`config.mk`:
```
export PLATFORM = sky130hd
export DESIGN_NAME = ps2_keyboard
export DESIGN_NICKNAME = d
export VERILOG_FILES = /design/src/rtl/ps2_pkg.sv /design/src/rtl/ps2_filter.sv /design/src/rtl/ps2_keyboard.sv
export SDC_FILE = /design/constraint.sdc
export NUM_CORES = 1
export LEC_CHECK = 0
export ABC_AREA = 1
export BUFFER_PORTS_ARGS = -buffer_cell sky130_fd_sc_hd__buf_4
export CORE_MARGIN = 4
export CORE_UTILIZATION = 30
export DETAILED_ROUTE_END_ITERATION = 8
export PLACE_DENSITY_LB_ADDON = 0.05
export SYNTH_ARGS = -nofsm -noshare
export SYNTH_HDL_FRONTEND = slang
export SYNTH_SLANG_ARGS = --single-unit
export TNS_END_PERCENT = 5
```
`constraint.sdc`:
```
create_clock -name clk -period 2.08 [get_ports clk]
set_input_delay 0.312 -clock clk [delete_from_list [all_inputs] [get_ports clk]]
set_output_delay 0.312 -clock clk [all_outputs]
set_load 0.05 [all_outputs]
```
`src/rtl/ps2_pkg.sv`:
```
// Shared constants and frame FSM state type for the PS/2 keyboard receiver.
package ps2_pkg;

  localparam logic [7:0] PS2_EXT  = 8'hE0;
  localparam logic [7:0] PS2_BRK  = 8'hF0;
  localparam logic [7:0] KEY_NONE = 8'h00;

  typedef enum logic [1:0] {
    IDLE,
    DATA,
    PARITY,
    STOP
  } frame_state_t;

  // PS/2 uses odd parity over the eight data bits plus the parity bit.
  function automatic logic parity_ok(input logic [7:0] d, input logic p);
    return ^{d, p};
  endfunction

endpackage

```
`src/rtl/ps2_filter.sv`:
```
// Two-flop synchroniser followed by a glitch filter; the output only moves after
// FILTER_LEN consecutive samples disagree with it. Idles high like the bus.
module ps2_filter #(
  parameter int FILTER_LEN = 8
) (
  input  logic clk,
  input  logic rst,
  input  logic raw,
  output logic filt
);

  localparam int CW = (FILTER_LEN > 1) ? $clog2(FILTER_LEN) : 1;

  logic [1:0]    sync;
  logic [CW-1:0] cnt;

  always_ff @(posedge clk or posedge rst) begin
    if (rst) begin
      sync <= 2'b11;
      filt <= 1'b1;
      cnt  <= '0;
    end else begin
      sync <= {sync[0], raw};
      if (sync[1] == filt) begin
        cnt <= '0;
      end else if (cnt == CW'(FILTER_LEN - 1)) begin
        filt <= sync[1];
        cnt  <= '0;
      end else begin
        cnt <= cnt + 1'b1;
      end
    end
  end

endmodule

```
`src/rtl/ps2_keyboard.sv`:
```
// PS/2 keyboard receiver: conditions the bus lines, deframes 11-bit frames and
// decodes E0/F0-prefixed scan codes into the make code of the held key.
module ps2_keyboard
  import ps2_pkg::*;
#(
  parameter int FILTER_LEN = 8,
  parameter int TIMEOUT    = 100000
) (
  input  logic       clk,
  input  logic       rst,
  input  logic       ps2_clk,
  input  logic       ps2_data,
  output logic [7:0] keycode,
  output logic       extended,
  output logic [7:0] scan_byte,
  output logic       byte_valid,
  output logic       frame_err
);

  localparam int TW = $clog2(TIMEOUT + 1);

  logic clk_f, data_f, clk_d, fall;

  ps2_filter #(.FILTER_LEN(FILTER_LEN)) u_clk_filt (
    .clk (clk),
    .rst (rst),
    .raw (ps2_clk),
    .filt(clk_f)
  );

  ps2_filter #(.FILTER_LEN(FILTER_LEN)) u_data_filt (
    .clk (clk),
    .rst (rst),
    .raw (ps2_data),
    .filt(data_f)
  );

  assign fall = clk_d & ~clk_f;

  frame_state_t    state, state_n;
  logic [2:0]      bit_cnt, bit_cnt_n;
  logic [7:0]      shreg, shreg_n;
  logic            par_bit, par_n;
  logic [7:0]      scan_n;
  logic            bv_n, err_n;
  logic [TW-1:0]   tcnt;
  logic            ext_pend, brk_pend;

  always_ff @(posedge clk or posedge rst) begin
    if (rst) begin
      state      <= IDLE;
      bit_cnt    <= '0;
      shreg      <= '0;
      par_bit    <= 1'b0;
      scan_byte  <= KEY_NONE;
      byte_valid <= 1'b0;
      frame_err  <= 1'b0;
      clk_d      <= 1'b1;
      tcnt       <= '0;
    end else begin
      state      <= state_n;
      bit_cnt    <= bit_cnt_n;
      shreg      <= shreg_n;
      par_bit    <= par_n;
      scan_byte  <= scan_n;
      byte_valid <= bv_n;
      frame_err  <= err_n;
      clk_d      <= clk_f;
      // Saturates so a long idle bus never wraps back into a false "fresh" count.
      if (fall)
        tcnt <= '0;
      else if (tcnt != TW'(TIMEOUT))
        tcnt <= tcnt + 1'b1;
    end
  end

  always_comb begin
    state_n   = state;
    bit_cnt_n = bit_cnt;
    shreg_n   = shreg;
    par_n     = par_bit;
    scan_n    = scan_byte;
    bv_n      = 1'b0;
    err_n     = 1'b0;
    if (fall) begin
      case (state)
        IDLE: begin
          if (!data_f) begin
            state_n   = DATA;
            bit_cnt_n = '0;
          end
        end
        DATA: begin
          shreg_n   = {data_f, shreg[7:1]};
          bit_cnt_n = bit_cnt + 1'b1;
          if (bit_cnt == 3'd7)
            state_n = PARITY;
        end
        PARITY: begin
          par_n   = data_f;
          state_n = STOP;
        end
        STOP: begin
          if (data_f && parity_ok(shreg, par_bit)) begin
            scan_n = shreg;
            bv_n   = 1'b1;
          end else begin
            err_n = 1'b1;
          end
          state_n = IDLE;
        end
        default: state_n = IDLE;
      endcase
    end else if (state != IDLE && tcnt == TW'(TIMEOUT)) begin
      err_n   = 1'b1;
      shreg_n = '0;
      state_n = IDLE;
    end
  end

  // Break only clears the held key if it names that exact key, so releasing an
  // older key while a newer one is down leaves the newer one held.
  always_ff @(posedge clk or posedge rst) begin
    if (rst) begin
      keycode  <= KEY_NONE;
      extended <= 1'b0;
      ext_pend <= 1'b0;
      brk_pend <= 1'b0;
    end else if (frame_err) begin
      ext_pend <= 1'b0;
      brk_pend <= 1'b0;
    end else if (byte_valid) begin
      if (scan_byte == PS2_EXT) begin
        ext_pend <= 1'b1;
      end else if (scan_byte == PS2_BRK) begin
        brk_pend <= 1'b1;
      end else begin
        if (!brk_pend) begin
          keycode  <= scan_byte;
          extended <= ext_pend;
        end else if (keycode == scan_byte && extended == ext_pend) begin
          keycode  <= KEY_NONE;
          extended <= 1'b0;
        end
        ext_pend <= 1'b0;
        brk_pend <= 1'b0;
      end
    end
  end

endmodule

```
==> results by group <==
Outcome
  • Status: complete, no violations

Layout
  • Final Cell Area: between 4000 and 5000 um2
  • Nets: approximately 450
  • FF/Latch Area: roughly 1600 um2
  • Ant. Diodes: 0
  • Layout cells sized above 1: around 20%
  • Area grow syn2layout: 19.53%
  • Multi-input gate area: around 1500 um2
  • Most frequent cells in the layout: nand2_1, dfrtp_1, inv_1
  • Layout filler cell count: around 1100
  • Commonest non-fill, non-tap cell in the layout: nand2_1

Timing
  • RSZ-0062 raised after global routing: false
  • Max Freq: approximately 590 MHz
  • Setup violators final: 0
  • Crit share post-route: approximately 81%
  • Worst slew pin tran: roughly 0.5 ns
  • Final min period: 1.690 ns
  • Slew headroom: approximately two thirds
  • Max-slew violations: 0
  • Final Hold Fails: 0
  • Final setup margin: between 0.3 and 0.4 ns
  • Skew final: approximately 0.0077 ns
  • Setup TNS: 0 ns

Clocking
  • H-tree levels: 3
  • CTS tree: yes
  • # clock sinks: between 60 and 70
  • Hold Buf Count CTS: 0
  • Post-CTS Setup Repair Bufs: 0
  • Root buffer cell: clkbuf_16
  • Clock Tree Buf Depth: 2
  • Clock latency on the worst-skew pair: between 0.3 and 0.4 ns
  • Num CTS Buffers: 9
  • Post_cts resized: 0
  • Clock transition at the registers of the reported paths: 0.05 ns

Synth
  • Cell variety after synth: 38
  • FFs w/ async S/R, synth: 100.0%
  • Syn. warnings: 0
  • Net Count, Synth: 412
  • Number of flops mapped to enable cells by yosys: 0
  • Post-Syn Area: about 3400 um2
  • Cell count after synthesis: roughly 400
  • Synth Flop Type: dfrtp_1
  • Sequential fraction of the synthesis area: about half
  • Syn Area/Cell: roughly 8.6 um2
  • Synthesized flop and latch total: 65

Global route
  • GRT overflow: 0
  • Initial antenna violation count: 0
  • GRT Overall Usage: 12.31%
  • Vias in the first global route: 2567
  • First-pass GRT wire length: roughly 13000 um
  • Largest net degree at the start of global routing: 66

Routing
  • First-pass iteration count of the detailed router: 4
  • 1st-iter DRT viols: between 100 and 150
  • Routed Antenna Nets: 0
  • Vias: approximately 2600
  • Via density: roughly 4.6
  • Final WL: just over 7000 um
  • Wire per inst: roughly 13 um
  • Drc violations: 0

Hold path
  • Worst hold path type: in2async

Floorplan
  • Chip Width: 114.3 um
  • Total die area: about 13000 um2
  • # rows: 38
  • IO Pins: 23
  • Die Ht: about 110 um
  • Core ar.: about 11000 um2
  • Starting density of the core: 31.00%

Worst setup path
  • Worst Setup End Kind: flop
  • Startpoint Class: flop
  • CP arrival: 1.95 ns
  • RR Startpoint: clk_d$_DFF_PP1_
  • Required time of the worst setup path: around 2.3 ns
  • WS Path Type: reg2reg
  • CP startpoint: clk_d$_DFF_PP1_
  • CP Max Fanout: 10
  • Worst reg2reg path depth: 7

Placement
  • Placed cell area: roughly 3800 um2
  • I/O Buffers: 22
  • Routability cong.: roughly 0.7
  • DP HPWL: 5263 um
  • Pre-CTS setup slack: ~0.39 ns

Power
  • Final Power: around 3.7 mW
  • Power per cell area: around 900 nW/um2
  • Leak pwr: ~2.0 nW
  • Max IR drop VDD: 0.5728 mV

Flow run
  • Maxcap violations: 0
-- kinds of logic (layout without fill, tap and decap cells) --
kind of cell	after synthesis	in the layout	synth area share, %
simple gates	196	196	29.01
flops	65	65	48.25
buf+inv	61	100	7.050
compound gates	53	53	9.081
fa+ha+maj	13	13	4.799
xor+xnor	7	7	1.809
-- registers in the layout, indices dropped and copies added (netlist names) --
register / cells
extended: 1
bit_cnt: 3
shreg: 8
frame_err: 1
u_data_filt.sync: 2
state: 2
byte_valid: 1
brk_pend: 1
tcnt: 17
ext_pend: 1
u_clk_filt.filt: 1
u_clk_filt.sync: 2
u_clk_filt.cnt: 3
u_data_filt.cnt: 3
keycode: 8
par_bit: 1
clk_d: 1
scan_byte: 8
u_data_filt.filt: 1
-- final timing paths --
path | to | slack (ns)
min in group clk | u_clk_filt.sync[0]$_DFF_PP1_ | 0.08
max in group asynchronous | u_clk_filt.sync[0]$_DFF_PP1_ | 1.68
worst max-delay path | state[1]$_DFFE_PP0P_ | 0.39
worst min-delay path | keycode[6]$_DFFE_PP0P_ | 0.04
worst min register to register | u_data_filt.sync[1]$_DFF_PP1_ | 0.35
worst max register to register | state[1]$_DFFE_PP0P_ | 0.39
-- cell usage after synthesis, drive strengths merged (2+ instances only) --
| cell | number | area, um2 |
|---|---|---|
| dfstp | 7 | 183.9 |
| nand4 | 6 | 52.55 |
| dfrtp | 58 | 1451 |
| o21a | 2 | 15.01 |
| a32o | 2 | 20.02 |
| o22ai | 10 | 62.56 |
| a21oi | 13 | 65.06 |
| nand3 | 34 | 227.7 |
| nand2 | 112 | 460.4 |
| o211ai | 2 | 15.01 |
| xnor2 | 4 | 35.03 |
| o21ai | 21 | 108.9 |
| inv | 57 | 219.0 |
| nor3 | 9 | 56.31 |
| buf | 2 | 10.01 |
| nor2 | 31 | 160.2 |
| xor2 | 3 | 26.28 |
| ha | 13 | 162.7 |
| o31ai | 2 | 15.01 |
| nor4 | 2 | 12.51 |
-- layout make-up --
cell class / instances / share of cell area, %
clock inverter: 2 / 0.2471
sequential: 65 / 40.36
inverter: 58 / 5.528
tap: 140 / 4.324
clock buffer: 14 / 7.010
multi-input combinational: 269 / 37.40
timing repair buffer: 26 / 5.127
-- layer usage --
metal / part of all wire [%] / vias to the layer above / global-route usage [%]
met4: 1.8 / 0 / 4.751
met3: 4.2 / 9 / 3.594
li1: - / 1352 / -
met5: 0 / - / 0
met1: 48 / 1215 / 15.57
met2: 46 / 39 / 19.87
-- worst max-delay path, cell delays in order (launching register included) --
cell and delay, ns:
dfstp_2 0.51, nand2_1 0.17, buf_4 0.23, nor2_2 0.17, inv_2 0.13, o21ai_1 0.26
nand2_1 0.08, o21ai_1 0.08
-- power breakdown --
| part | switching, mW | internal (mW) |
|---|---|---|
| Clock | 0.539 | 0.932 |
| Sequential | 0.149 | 1.45 |
| Combinational | 0.418 | 0.229 |
-- metrics by stage --
stage	utilization, %	instances	hold WS (ns)
global route	37.05	574	0.06837
CTS	37.05	574	0.06456
finish	37.05	574	0.04309
global placement	34.36	558	0.3473
floorplan	-	395	0.3165
detailed placement	34.36	558	0.3473
No activity file was read; power rests on OpenSTA's default activity.
